<file path="src/rtl/rr_arbiter_mux.sv">
// N-port round-robin arbiter with payload mux and a registered valid/ready output stage.
// Optional packet lock (hold the grant until a last beat) is enabled by RR_ARBITER_MUX_PKT_LOCK_EN.
module rr_arbiter_mux #(
  parameter  int unsigned PORTS_N = 3,
  parameter  int unsigned DATA_W  = 32,
  localparam int unsigned PORTS_W = (PORTS_N > 1) ? $clog2(PORTS_N) : 1
) (
  input  logic                        i_clk,
  input  logic                        i_reset_n,
  input  logic [PORTS_N-1:0]          i_master_valid,
  output logic [PORTS_N-1:0]          o_master_ready,
  input  logic [PORTS_N*DATA_W-1:0]   i_master_data,
  input  logic [PORTS_N-1:0]          i_master_last,
  output logic                        o_slave_valid,
  input  logic                        i_slave_ready,
  output logic [DATA_W-1:0]           o_slave_data,
  output logic                        o_slave_last,
  output logic [PORTS_W-1:0]          o_slave_id
);

  // One extra bit so r_ptr + offset never overflows before the modulo fold.
  localparam int unsigned IDX_W = PORTS_W + 1;

  logic [PORTS_W-1:0] r_ptr;
  logic [PORTS_N-1:0] w_req;
  logic               w_load;
  logic               w_any;
  logic               w_xfer;
  logic               w_found;
  logic [IDX_W-1:0]   w_idx;
  logic [PORTS_W-1:0] w_cand;
  logic [PORTS_W-1:0] w_grant;
  logic [IDX_W-1:0]   w_inc;
  logic [PORTS_W-1:0] w_ptr_next;
  logic [PORTS_W-1:0] w_ptr_upd;
  logic [DATA_W-1:0]  w_data;
  logic               w_last;

  assign w_load = ~o_slave_valid | i_slave_ready;

`ifdef RR_ARBITER_MUX_PKT_LOCK_EN
  logic               r_lock;
  logic [PORTS_W-1:0] r_lock_id;

  // While a packet is open only the owning port may request.
  always_comb begin
    w_req = i_master_valid;
    if (r_lock) begin
      w_req = '0;
      for (int unsigned p = 0; p < PORTS_N; p++) begin
        if (r_lock_id == PORTS_W'(p)) begin
          w_req[p] = i_master_valid[p];
        end
      end
    end
  end

  // A non-last beat keeps priority on the same port; the last beat releases it.
  assign w_ptr_upd = w_last ? w_ptr_next : w_grant;

  always_ff @(posedge i_clk or negedge i_reset_n) begin
    if (!i_reset_n) begin
      r_lock    <= 1'b0;
      r_lock_id <= '0;
    end else if (w_xfer) begin
      r_lock    <= ~w_last;
      r_lock_id <= w_grant;
    end
  end
`else
  assign w_req     = i_master_valid;
  assign w_ptr_upd = w_ptr_next;
`endif

  assign w_any  = |w_req;
  assign w_xfer = w_load & w_any;

  // Rotating search starting at r_ptr, folded modulo PORTS_N.
  always_comb begin
    w_found = 1'b0;
    w_grant = '0;
    w_idx   = '0;
    w_cand  = '0;
    for (int unsigned i = 0; i < PORTS_N; i++) begin
      w_idx = IDX_W'(r_ptr) + IDX_W'(i);
      if (w_idx >= IDX_W'(PORTS_N)) begin
        w_idx = w_idx - IDX_W'(PORTS_N);
      end
      w_cand = PORTS_W'(w_idx);
      if (!w_found && w_req[w_cand]) begin
        w_found = 1'b1;
        w_grant = w_cand;
      end
    end
  end

  // Pointer moves one past the granted port, wrapping for non-power-of-2 counts.
  always_comb begin
    w_inc      = IDX_W'(w_grant) + IDX_W'(1);
    w_ptr_next = PORTS_W'(w_inc);
    if (w_inc == IDX_W'(PORTS_N)) begin
      w_ptr_next = '0;
    end
  end

  always_comb begin
    o_master_ready = '0;
    for (int unsigned p = 0; p < PORTS_N; p++) begin
      if (w_xfer && (w_grant == PORTS_W'(p))) begin
        o_master_ready[p] = 1'b1;
      end
    end
  end

  // Payload mux for the granted port.
  always_comb begin
    w_data = '0;
    w_last = 1'b0;
    for (int unsigned p = 0; p < PORTS_N; p++) begin
      if (w_grant == PORTS_W'(p)) begin
        w_data = i_master_data[p*DATA_W +: DATA_W];
        w_last = i_master_last[p];
      end
    end
  end

  always_ff @(posedge i_clk or negedge i_reset_n) begin
    if (!i_reset_n) begin
      r_ptr         <= '0;
      o_slave_valid <= 1'b0;
      o_slave_data  <= '0;
      o_slave_last  <= 1'b0;
      o_slave_id    <= '0;
    end else begin
      if (w_load) begin
        o_slave_valid <= w_xfer;
        if (w_xfer) begin
          o_slave_data <= w_data;
          o_slave_last <= w_last;
          o_slave_id   <= w_grant;
        end
      end
      if (w_xfer) begin
        r_ptr <= w_ptr_upd;
      end
    end
  end

endmodule

</file>
<file path="config.mk">
export PLATFORM = sky130hd
export DESIGN_NAME = rr_arbiter_mux
export DESIGN_NICKNAME = d
export VERILOG_FILES = /design/src/rtl/rr_arbiter_mux.sv
export SDC_FILE = /design/constraint.sdc
export NUM_CORES = 1
export LEC_CHECK = 0
export ABC_AREA = 1
export CAP_MARGIN = 20
export CORE_UTILIZATION = 42
export DETAILED_ROUTE_END_ITERATION = 6
export PLACE_DENSITY = 0.86
export SLEW_MARGIN = 20
export SYNTH_ARGS = -nofsm -noshare
export SYNTH_HDL_FRONTEND = slang
export SYNTH_SLANG_ARGS = --single-unit
</file>
<file path="constraint.sdc">
create_clock -name i_clk -period 3.4 [get_ports i_clk]
set_clock_uncertainty 0.15 [all_clocks]
set_input_delay 0.34 -clock i_clk [delete_from_list [all_inputs] [get_ports i_clk]]
set_output_delay 0.34 -clock i_clk [all_outputs]
set_load 0.01 [all_outputs]
</file>
# After elaboration in Yosys (flattened, before gate mapping)
# Index checks and enable logic that the tools add are counted.
[word_totals]
register_bits = 38
in_bits = 105
out_inout_bits = 39
wordCells = 57
[classes]
add_sub_neg = 6
magnitude_cmp = 6
eq_ne = 3
n_mux = 24
bitwise = 3
reduce_logical = 10
[op_table]
columns = ["cell", "n"]
rows = [
  ["2-to-1 mux 32 bit", 3],
  ["2-to-1 mux 2 bit", 7],
  ["2-to-1 mux 1 bit", 11],
  ["< comparator 2 x 3 -> 1 bit (second input constant)", 3],
  ["adder 2 x 1 -> 3 bit (second input constant)", 2],
  ["binary-select mux 1 bit (select 2 bit)", 3],
  ["greater-or-equal comparator 3 x 2 -> 1 bit (second input constant)", 2],
  ["subtractor 2 bit (second input constant)", 3],
  ["logical AND 1 bit", 5],
  ["adder 2 x 2 -> 3 bit (second input constant)", 1],
  ["== test 3 x 2 -> 1 bit (second input constant)", 1],
  ["OR reduction 3 bit", 1],
  ["== test 2 x 1 -> 1 bit (second input constant)", 1],
  ["== test 2 bit (second input constant)", 1],
  ["greater-or-equal comparator 2 bit (second input constant)", 1],
  ["logical NOT 1 bit", 2],
  ["logical NOT 2 bit", 1],
  ["AND reduction 2 bit", 1],
  ["AND 1 bit", 1],
  ["inverter 1 bit", 1],
  ["OR 1 bit", 1],
]

# Logic depth before layout (Yosys ltp)
# Gate-level depths: netlist of run 1.
[logic_depth]
depth_word = 15
mapped_depth = 14
ltp_nobuf = 13

# Worst setup path after synthesis of run 1
# OpenSTA, ideal clock, no wires.
[synth_timing]
path_type = "reg-to-output"
from = "register r_ptr[0]"
to = "output port o_master_ready[0]"
arrival_ns = 1.746
t_required_ns = 2.910
path_slack_ns = 1.164
stages_incl_launch_ff = 13
n_path_buf = 1
path_cell_list = "dfrtp_1 inv_1 ha_1 inv_2 nand2_1 nand3_1 nand2_2 nand2_1 nor2_1 nor2_2 buf_2 nand2_1 nor2_1"
[synth_between]
elab_chain_cells = 14
elab_cells_between_ends = 29
classes_between = "add/sub (5); order compare (3); mux (15); reduce/logical (6)"
[synth_lines]
columns = ["item", "line_no", "text"]
rows = [
  ["start: declaration", "24", "logic [PORTS_W-1:0] r_ptr;"],
  ["start signal: assignment", "144", "r_ptr <= w_ptr_upd;"],
  ["branches (longest 10 deep; another with adder 2 x 1 -> 3 bit)", "-", ""],
  ["2-to-1 mux 2 bit *", "90", "if (!w_found && w_req[w_cand]) begin"],
  ["logical NOT 2 bit *", "109", "if (w_xfer && (w_grant == PORTS_W'(p))) begin"],
  ["logical AND 1 bit *", "109", ""],
  ["2-to-1 mux 1 bit *", "109", ""],
  ["end: declaration", "11", "output logic [PORTS_N-1:0] o_master_ready,"],
]
# Every way passes the cells marked *. The select of a mux whose other input is x is not followed.

# Final worst setup path of run 1
# Ends and elaborated chain as after synthesis.

==> results of run 1 <==
[layout by cell type, fill, tap and decap left out]
master / synthesis / final
clkinv_2: 0 / 1
buf_4: 0 / 11
nand3b_1: 1 / 1
a31oi_2: 1 / 1
o21ai_1: 3 / 3
nand3_1: 99 / 99
inv_1: 34 / 34
nand4_1: 2 / 2
o21ai_0: 2 / 2
nor2_4: 0 / 1
inv_2: 5 / 5
o21a_1: 21 / 21
buf_2: 10 / 1
clkbuf_8: 0 / 6
nand2_1: 135 / 135
clkdlybuf4s50_1: 0 / 142
clkbuf_1: 10 / 1
nand2_2: 2 / 2
dfrtp_1: 38 / 38
ha_1: 4 / 4
nor2_1: 4 / 4
a21oi_1: 12 / 12
[worst max-delay path, cell delays in order (launching register included)]
cell	delay (ps)
dfrtp_1	400
inv_1	80
ha_1	400
inv_2	70
nand2_1	60
nand3_1	80
nand2_2	120
nand4_1	160
nand2_1	130
nand2_1	80
nor2_1	110
clkdlybuf4s50_1	550
[kinds of logic after synthesis]
family / synth area share
flip-flops: 0.366
buffers and inverters: 0.109
AO/OA/AOI/OAI: 0.0984
adder cells (fa/ha/maj): 0.0193
AND/OR/NAND/NOR: 0.407
[worst min-delay path by stage]
stage                       endpoint  slack (ps)  depth (start not counted)
floorplan            o_slave_data[0]        -110                          0
global placement    o_slave_data[19]         310                          2
detailed placement   o_slave_data[4]         310                          2
CTS                     o_slave_last          40                          1
global route         o_slave_data[9]          80                          1
finish              o_slave_data[10]          10                          1
[cell type report]
cell class	count	area share
timing repair buffer	154	0.363
multi-input combinational	287	0.329
sequential	38	0.229
inverter	39	0.0352
tap	75	0.0226
clock buffer	7	0.0208
clock inverter	1	0.00120
[per-stage QoR]
stage | total power [mW] | util
after floorplan | 2.31 | -
after global placement | 3.18 | 0.683
after detailed placement | 3.25 | 0.683
after CTS | 3.59 | 0.698
after global routing | 3.87 | 0.698
final | 3.58 | 0.698
[registers in the layout, summed over array words and instances (netlist names)]
| signal | cells |
|---|---|
| o_slave_data | 32 |
| o_slave_id | 2 |
| r_ptr | 2 |
| o_slave_last | 1 |
| o_slave_valid | 1 |
[power by group through the flow]
stage,clock network [mW],registers [mW],logic [mW]
after floorplan,0,0.903,1.41
after global routing,0.351,0.832,2.69
after CTS,0.334,0.805,2.45
final,0.323,0.806,2.45
after detailed placement,0,0.809,2.44
after global placement,0,0.804,2.37
[layer usage]
metal	part of all wire	vias to the layer above	GRT usage
met1	0.41	1424	0.294
met4	0.012	0	0.0786
li1	-	1530	-
met5	0	-	0
met2	0.48	139	0.458
met3	0.094	9	0.0568
==> impl_metrics.tcl, run 1 <==
set metrics [dict create \
    fp.dieArea_mm2 0.00650 \
    setup_tns_ps 0 \
    core_mm2 0.00596 \
    post-place-ws_ps 671 \
    ios 144 \
    hold_violations 0 \
    antennaDiodeCount 0 \
    fillers 512 \
    syn_area_mm2 0.00259 \
    cp_max_fo 7 \
    rsz0062_at_grt "no" \
    status "complete, no violations" \
    setup.worst_path.end_class "output pin" \
    worst_pin_slew_ps 858 \
    gr-total-overflow 0 \
    relSlewSlack 0.428 \
    p_int_mw 1.91 \
    grt_max_degree 67 \
    ys_types 20 \
    cts_num_sinks 38 \
    die_h_um 80.6 \
    cts.htree.levels 2 \
    wl_mm 8.45 \
    via_count 3102 \
    power_frac_clock 0.090 \
    cts_buffer_depth 2 \
    critPathKind "register to output pin" \
    post-dp-hpwl_mm 6.09 \
    cts_root_buf "clkbuf_8" \
    period_share 0.883 \
    postCtsSetupBuffers 0 \
    drt_iter0_drc 177 \
    grt_use_total 0.254 \
    grt_pass1_wl_mm 12.6 \
    ant_nets 0 \
    wl_per_cell_um 14.1 \
    drv_cap 0 \
    synth.most_common_cell "nand2_1" \
    initial_core_util 0.436 \
    yosys_warnings 0 \
    synth.area.top_cells "dfrtp_1, nand2_1, nand3_1" \
    synth-edff-count 0 \
    dpl_cell_area_mm2 0.00407 \
    startpoint_type "register" \
    post_drt_via_cell_ratio 5.16 \
    ys.flop_type "dfrtp_1" \
    drive_above_1_share 0.0532 \
    p_seq_frac 0.225 \
    ys_seq_elements 38 \
    die_w_um 80.6 \
    startpoint "r_ptr[0]" \
    fmax_mhz 333 \
    seq_area_frac_synth 0.366 \
    drc 0 \
    cp_data_arrival_time_ps 2510 \
    reg2regPathDepth 13 \
    final_cell_area_mm2 0.00416 \
    synth_commonest_cells "nand2_1, nand3_1, dfrtp_1, inv_1, o21a_1" \
    numPlacedInstances 593 \
    postSynth.asyncResetShare 1.00 \
    whs_ps 11.3 \
    cts_tree "done" \
    r2r_slack_ps 790 \
    syn_nets 498 \
    multi_input_area_mm2 0.00137 \
    avgSynthCellArea_um2 6.67 \
    antenna_found_initial 0 \
    gp_congestion 0.958 \
    cts.clk_slew.worst_paths_ps 70 \
    swShare 0.465 \
    areaGrowthSynthToFinish_pct 60.2 \
    drtPass1Iterations 4 \
    nets 634 \
    fin_ws_ps 398 \
    cts.hold.buffers_added 0 \
    synth_top_area_frac 0.366 \
    min_period_ps 3000 \
    cp-endpoint "o_master_ready[0]" \
    finalSetupViolations 0 \
    p_per_area_mw_per_mm2 861 \
    rr_endpoint "o_slave_data[27]" \
    final_cells 601 \
    synth_cells 389 \
    numCtsBuffers 5 \
    regArea_um2 951 \
    worstSkewPairLatency_ps 290 \
    leakage_nw 2.06 \
    hold_class "primary input to async pin" \
    r2r_start "r_ptr[0]" \
    finalMaxSlewViolations 0 \
    port_buffers 143 \
    p_comb_frac 0.685 \
    rows 28 \
    p_switching_mw 1.67 \
    worstPathRequired_ps 2910 \
    peakVddDrop_mv 0.520 \
    ctsResizeCount 0 \
    synth.largest_area_cell "dfrtp_1" \
    grt_pass1_vias 2849 \
]
Power figures use the tool's default switching activity.
==> inputs of run 2 (changes only) <==
RECOVER_POWER = 100   (was default)
==> run 2 against run 1 <==
The run now ends with capacitance limit, slew limit left; worst setup slack worse by 130 ps; final area is 0.30% lower; non-clock buffer count stayed put; count of clock-buffer cells in the layout stayed put; utilization is 0.21 points lower; critical path type unchanged.
==> impl_metrics.tcl, run 2 (synthesized netlist as in run 1, its figures left out) <==
set metrics [dict create \
    drive_above_1_share 0.0437 \
    areaGrowthSynthToFinish_pct 59.7 \
    nets 634 \
    hold_violations 0 \
    cts.hold.buffers_added 0 \
    core_mm2 0.00596 \
    largest_reg_flops 32 \
    ctsResizeCount 0 \
    via_count 3119 \
    ant_nets 0 \
    port_buffers 143 \
    leakage_nw 2.09 \
    cts_tree "done" \
    worst_pin_slew_ps 2040 \
    cp_max_fo 7 \
    post_drt_via_cell_ratio 5.19 \
    cp-endpoint "o_master_ready[0]" \
    die_w_um 80.6 \
    fmax_mhz 319 \
    p_per_area_mw_per_mm2 838 \
    die_h_um 80.6 \
    startpoint_type "register" \
    layout_commonest_cell "nand2_1" \
    finalSetupViolations 0 \
    postCtsSetupBuffers 0 \
    r2r_slack_ps 740 \
    r2r_start "r_ptr[0]" \
    worstPathRequired_ps 2910 \
    min_period_ps 3130 \
    cts_num_sinks 38 \
    layout_common_cells "nand2_1, clkdlybuf4s50_1, nand3_1" \
    worstSkewPairLatency_ps 290 \
    whs_ps 324 \
    largest_register "o_slave_data" \
    gp_congestion 0.958 \
    period_share 0.921 \
    antenna_found_initial 0 \
    drt_iter0_drc 172 \
    startpoint "r_ptr[0]" \
    rsz0062_at_grt "no" \
    final_util 0.696 \
    hold_class "register to register" \
    finalMaxSlewViolations 39 \
    drtPass1Iterations 4 \
    critPathKind "register to output pin" \
    cts.htree.levels 2 \
    wl_mm 8.42 \
    gr-total-overflow 0 \
    numCtsBuffers 5 \
    grt_pass1_vias 2849 \
    relSlewSlack -0.360 \
    drv_cap 1 \
    status "finished, violations left" \
    fp.dieArea_mm2 0.00650 \
    rr_endpoint "o_slave_data[27]" \
    ios 144 \
    cts_buffer_depth 2 \
    total_power_mw 3.48 \
    antennaDiodeCount 0 \
    grt_use_total 0.254 \
    fillers 517 \
    peakVddDrop_mv 0.515 \
    grt_max_degree 67 \
    setup.worst_path.end_class "output pin" \
    reg2regPathDepth 13 \
    violations "capacitance limit, slew limit" \
    wl_per_cell_um 14.0 \
    initial_core_util 0.436 \
    post-dp-hpwl_mm 6.09 \
    rows 28 \
    cts_root_buf "clkbuf_8" \
    cp_data_arrival_time_ps 2640 \
    drc 0 \
    top_regs "o_slave_data: 32 flops, o_slave_id: 2 flops, r_ptr: 2 flops" \
    grt_pass1_wl_mm 12.6 \
    setup_tns_ps 0 \
    cts.clk_slew.worst_paths_ps 70 \
]
==> run 2: changes by cell type in the layout (fill, tap and decap cells not counted), sizes merged <==
cell	before	now
clkbuf	7	9
clkdlybuf4s50	142	103
dlygate4sd3	0	39
inv	39	38
clkinv	1	2
buf	12	10
==> run 2: where the power goes <==
part / internal, mW / switching (mW)
registers: 0.681 / 0.113
clock network: 0.164 / 0.159
logic: 0.981 / 1.38
total: 1.83 / 1.65
==> run 2: final cells by class <==
type                    count  area, um2  area share
flip-flops and latches     38        951       0.229
multi-input cells         287       1360       0.327
clock buffers               7       86.3      0.0208
clock inverters             1       5.00     0.00121
inverters                  39        146      0.0353
well taps                  75       93.8      0.0226
repair buffers            154       1510       0.363
==> run 2: stage by stage <==
step | std cells | area, um2 | setup WS, ps
finish | 601 | 4150 | 268
global route | 601 | 4150 | 134
CTS | 601 | 4160 | 409
detailed placement | 593 | 4070 | 671
global placement | 593 | 4070 | 714
floorplan | 389 | 2590 | 1160
==> run 2: layer usage <==
layer | vias up | wire, um | part of all wire | GRT usage
li1 | 1526 | - | - | -
met5 | - | 0 | 0 | 0
met4 | 0 | 103 | 0.012 | 0.0786
met2 | 146 | 4060 | 0.48 | 0.458
met1 | 1438 | 3440 | 0.41 | 0.294
met3 | 9 | 815 | 0.097 | 0.0568
==> run 2: worst min path at each step <==
stage	start	endpoint	cells after the start
global placement	o_slave_data[19]	o_slave_data[19]	2
finish	o_slave_data[0]	o_slave_data[0]	2
global route	o_slave_data[29]	o_slave_data[29]	2
CTS	i_reset_n	o_slave_last	1
floorplan	i_reset_n	o_slave_data[0]	0
detailed placement	o_slave_data[4]	o_slave_data[4]	2
==> run 2: critical path, cell delays in order, from the launching register on <==
cell and delay, ps:
dfrtp_1 400, inv_1 80, ha_1 390, inv_1 100, nand2_1 70, nand3_1 70
nand2_1 160, nand4_1 170, nand2_1 120, nand2_1 80, nor2_1 110, dlygate4sd3_1 610
==> inputs of run 3 (changes only) <==
CORE_MARGIN = 2   (was default)
==> run 3 against run 2 <==
The run still ends with capacitance limit, slew limit left; count of clock-buffer cells in the layout unchanged; utilization about the same; clock power about the same; sequential share of layout area about the same; combinational power about the same; worst hold slack about the same; fmax up 1.4%; critical endpoint is now o_master_ready[2]; largest power group unchanged.
==> impl_metrics.tcl, run 3 (synthesized netlist as in run 1, its figures left out) <==
set metrics [dict create \
    post_drt_via_cell_ratio 5.22 \
    wl_met2_mm 4.04 \
    ios 144 \
    drv_cap 1 \
    rsz0062_at_grt "no" \
    worstPathRequired_ps 2910 \
    p_comb_frac 0.681 \
    post-dp-hpwl_mm 6.30 \
    wl_per_cell_um 14.5 \
    grt_use_total 0.247 \
    finalMaxSlewViolations 39 \
    worstSkewPairLatency_ps 280 \
    drive_above_1_share 0.0437 \
    fp.dieArea_mm2 0.00682 \
    r2r_slack_ps 370 \
    grt_max_degree 67 \
    nets 634 \
    grt_pass1_wl_mm 13.1 \
    setup.worst_path.end_class "output pin" \
    critPathKind "register to output pin" \
    worst_pin_slew_ps 2100 \
    die_h_um 82.6 \
    min_period_ps 3090 \
    cts_buffer_depth 2 \
    p_switching_mw 1.66 \
    fillers 501 \
    numPlacedInstances 593 \
    drtPass1Iterations 7 \
    grt_pass1_vias 2909 \
    cts.clk_slew.worst_paths_ps 70 \
    numCtsBuffers 5 \
    cp_max_fo 7 \
    hold_class "register to register" \
    cts_root_buf "clkbuf_8" \
    leakage_nw 2.09 \
    wl_met3_mm 1.06 \
    startpoint "r_ptr[0]" \
    antenna_found_initial 0 \
    largest_register "o_slave_data" \
    drt_iter0_drc 226 \
    rows 28 \
    p_per_area_mw_per_mm2 841 \
    layout_commonest_cell "nand2_1" \
    top_regs "o_slave_data: 32 flops, o_slave_id: 2 flops, r_ptr: 2 flops" \
    die_w_um 82.6 \
    p_int_mw 1.82 \
    swShare 0.476 \
    largest_reg_flops 32 \
    period_share 0.908 \
    rr_endpoint "o_slave_data[25]" \
    core_mm2 0.00596 \
    postCtsSetupBuffers 0 \
    status "finished, violations left" \
    r2r_start "r_ptr[0]" \
    wl_met1_mm 3.42 \
    finalSetupViolations 0 \
    ctsResizeCount 0 \
    port_buffers 143 \
    cts.hold.buffers_added 0 \
    initial_core_util 0.436 \
    gr-total-overflow 0 \
    cp-endpoint "o_master_ready[2]" \
    violations "capacitance limit, slew limit" \
    p_seq_frac 0.227 \
    gp_congestion 0.919 \
    cts_tree "done" \
    startpoint_type "register" \
    peakVddDrop_mv 0.549 \
    cts.htree.levels 2 \
    hold_violations 0 \
    setup_tns_ps 0 \
    whs_path_depth 2 \
    power_frac_clock 0.092 \
    cp_data_arrival_time_ps 2600 \
    cts_num_sinks 38 \
    antennaDiodeCount 0 \
    via_count 3136 \
    drc 0 \
    reg2regPathDepth 13 \
    fmax_mhz 324 \
    final_cells 601 \
    top_layer_used "met4" \
    areaGrowthSynthToFinish_pct 59.6 \
    ant_nets 0 \
    wl_mm 8.70 \
    layout_common_cells "nand2_1, clkdlybuf4s50_1, nand3_1" \
    relSlewSlack -0.400 \
]
[run 3: stage by stage]
| stage | cell area [um2] | hold WS (ps) | util | total power, mW | setup slack, ps |
|---|---|---|---|---|---|
| after detailed placement | 4070 | 314 | 0.683 | 3.27 | 683 |
| after global routing | 4140 | 349 | 0.696 | 3.80 | 111 |
| after global placement | 4070 | 311 | 0.683 | 3.20 | 735 |
| after CTS | 4160 | 37.5 | 0.698 | 3.61 | 407 |
| after floorplan | 2590 | -106 | - | 2.31 | 1160 |
| final | 4140 | 325 | 0.696 | 3.48 | 311 |
[run 3: worst min path at each step]
stage                     from               end
3_5_place_dp   o_slave_data[7]   o_slave_data[7]
4_1_cts              i_reset_n  o_slave_data[31]
6_report       o_slave_data[2]   o_slave_data[2]
3_3_place_gp   o_slave_data[1]   o_slave_data[1]
5_1_grt           o_slave_last      o_slave_last
2_1_floorplan        i_reset_n   o_slave_data[0]
[run 3: per-layer routing]
layer  track usage  vias to the layer above
li1              -                     1529
met1         0.282                     1405
met2         0.435                      183
met3        0.0728                       19
met4        0.0885                        0
met5             0                        -
[run 3: power groups by stage]
stage | Sequential [mW] | Clock [mW] | Combinational (mW)
2_1_floorplan | 0.903 | 0 | 1.41
3_3_place_gp | 0.801 | 0 | 2.40
3_5_place_dp | 0.807 | 0 | 2.46
4_1_cts | 0.803 | 0.332 | 2.47
5_1_grt | 0.822 | 0.352 | 2.62
6_report | 0.791 | 0.322 | 2.37
[run 3: cell type report]
type                    instances  area (um2)  area share
repair buffers                154        1500       0.363
multi-input cells             287        1360       0.328
flip-flops and latches         38         951       0.230
inverters                      39         146      0.0353
well taps                      75        93.8      0.0227
clock buffers                   7        86.3      0.0208
clock inverters                 1        5.00     0.00121
[run 3: worst max-delay path: stages, from the launching register on]
cell	delay [ps]
dfrtp_1	390
inv_1	80
ha_1	400
inv_1	110
nand2_1	70
nand3_1	80
nand2_1	150
nand3b_1	100
nand3_1	180
nand2_1	110
inv_1	60
dlygate4sd3_1	600
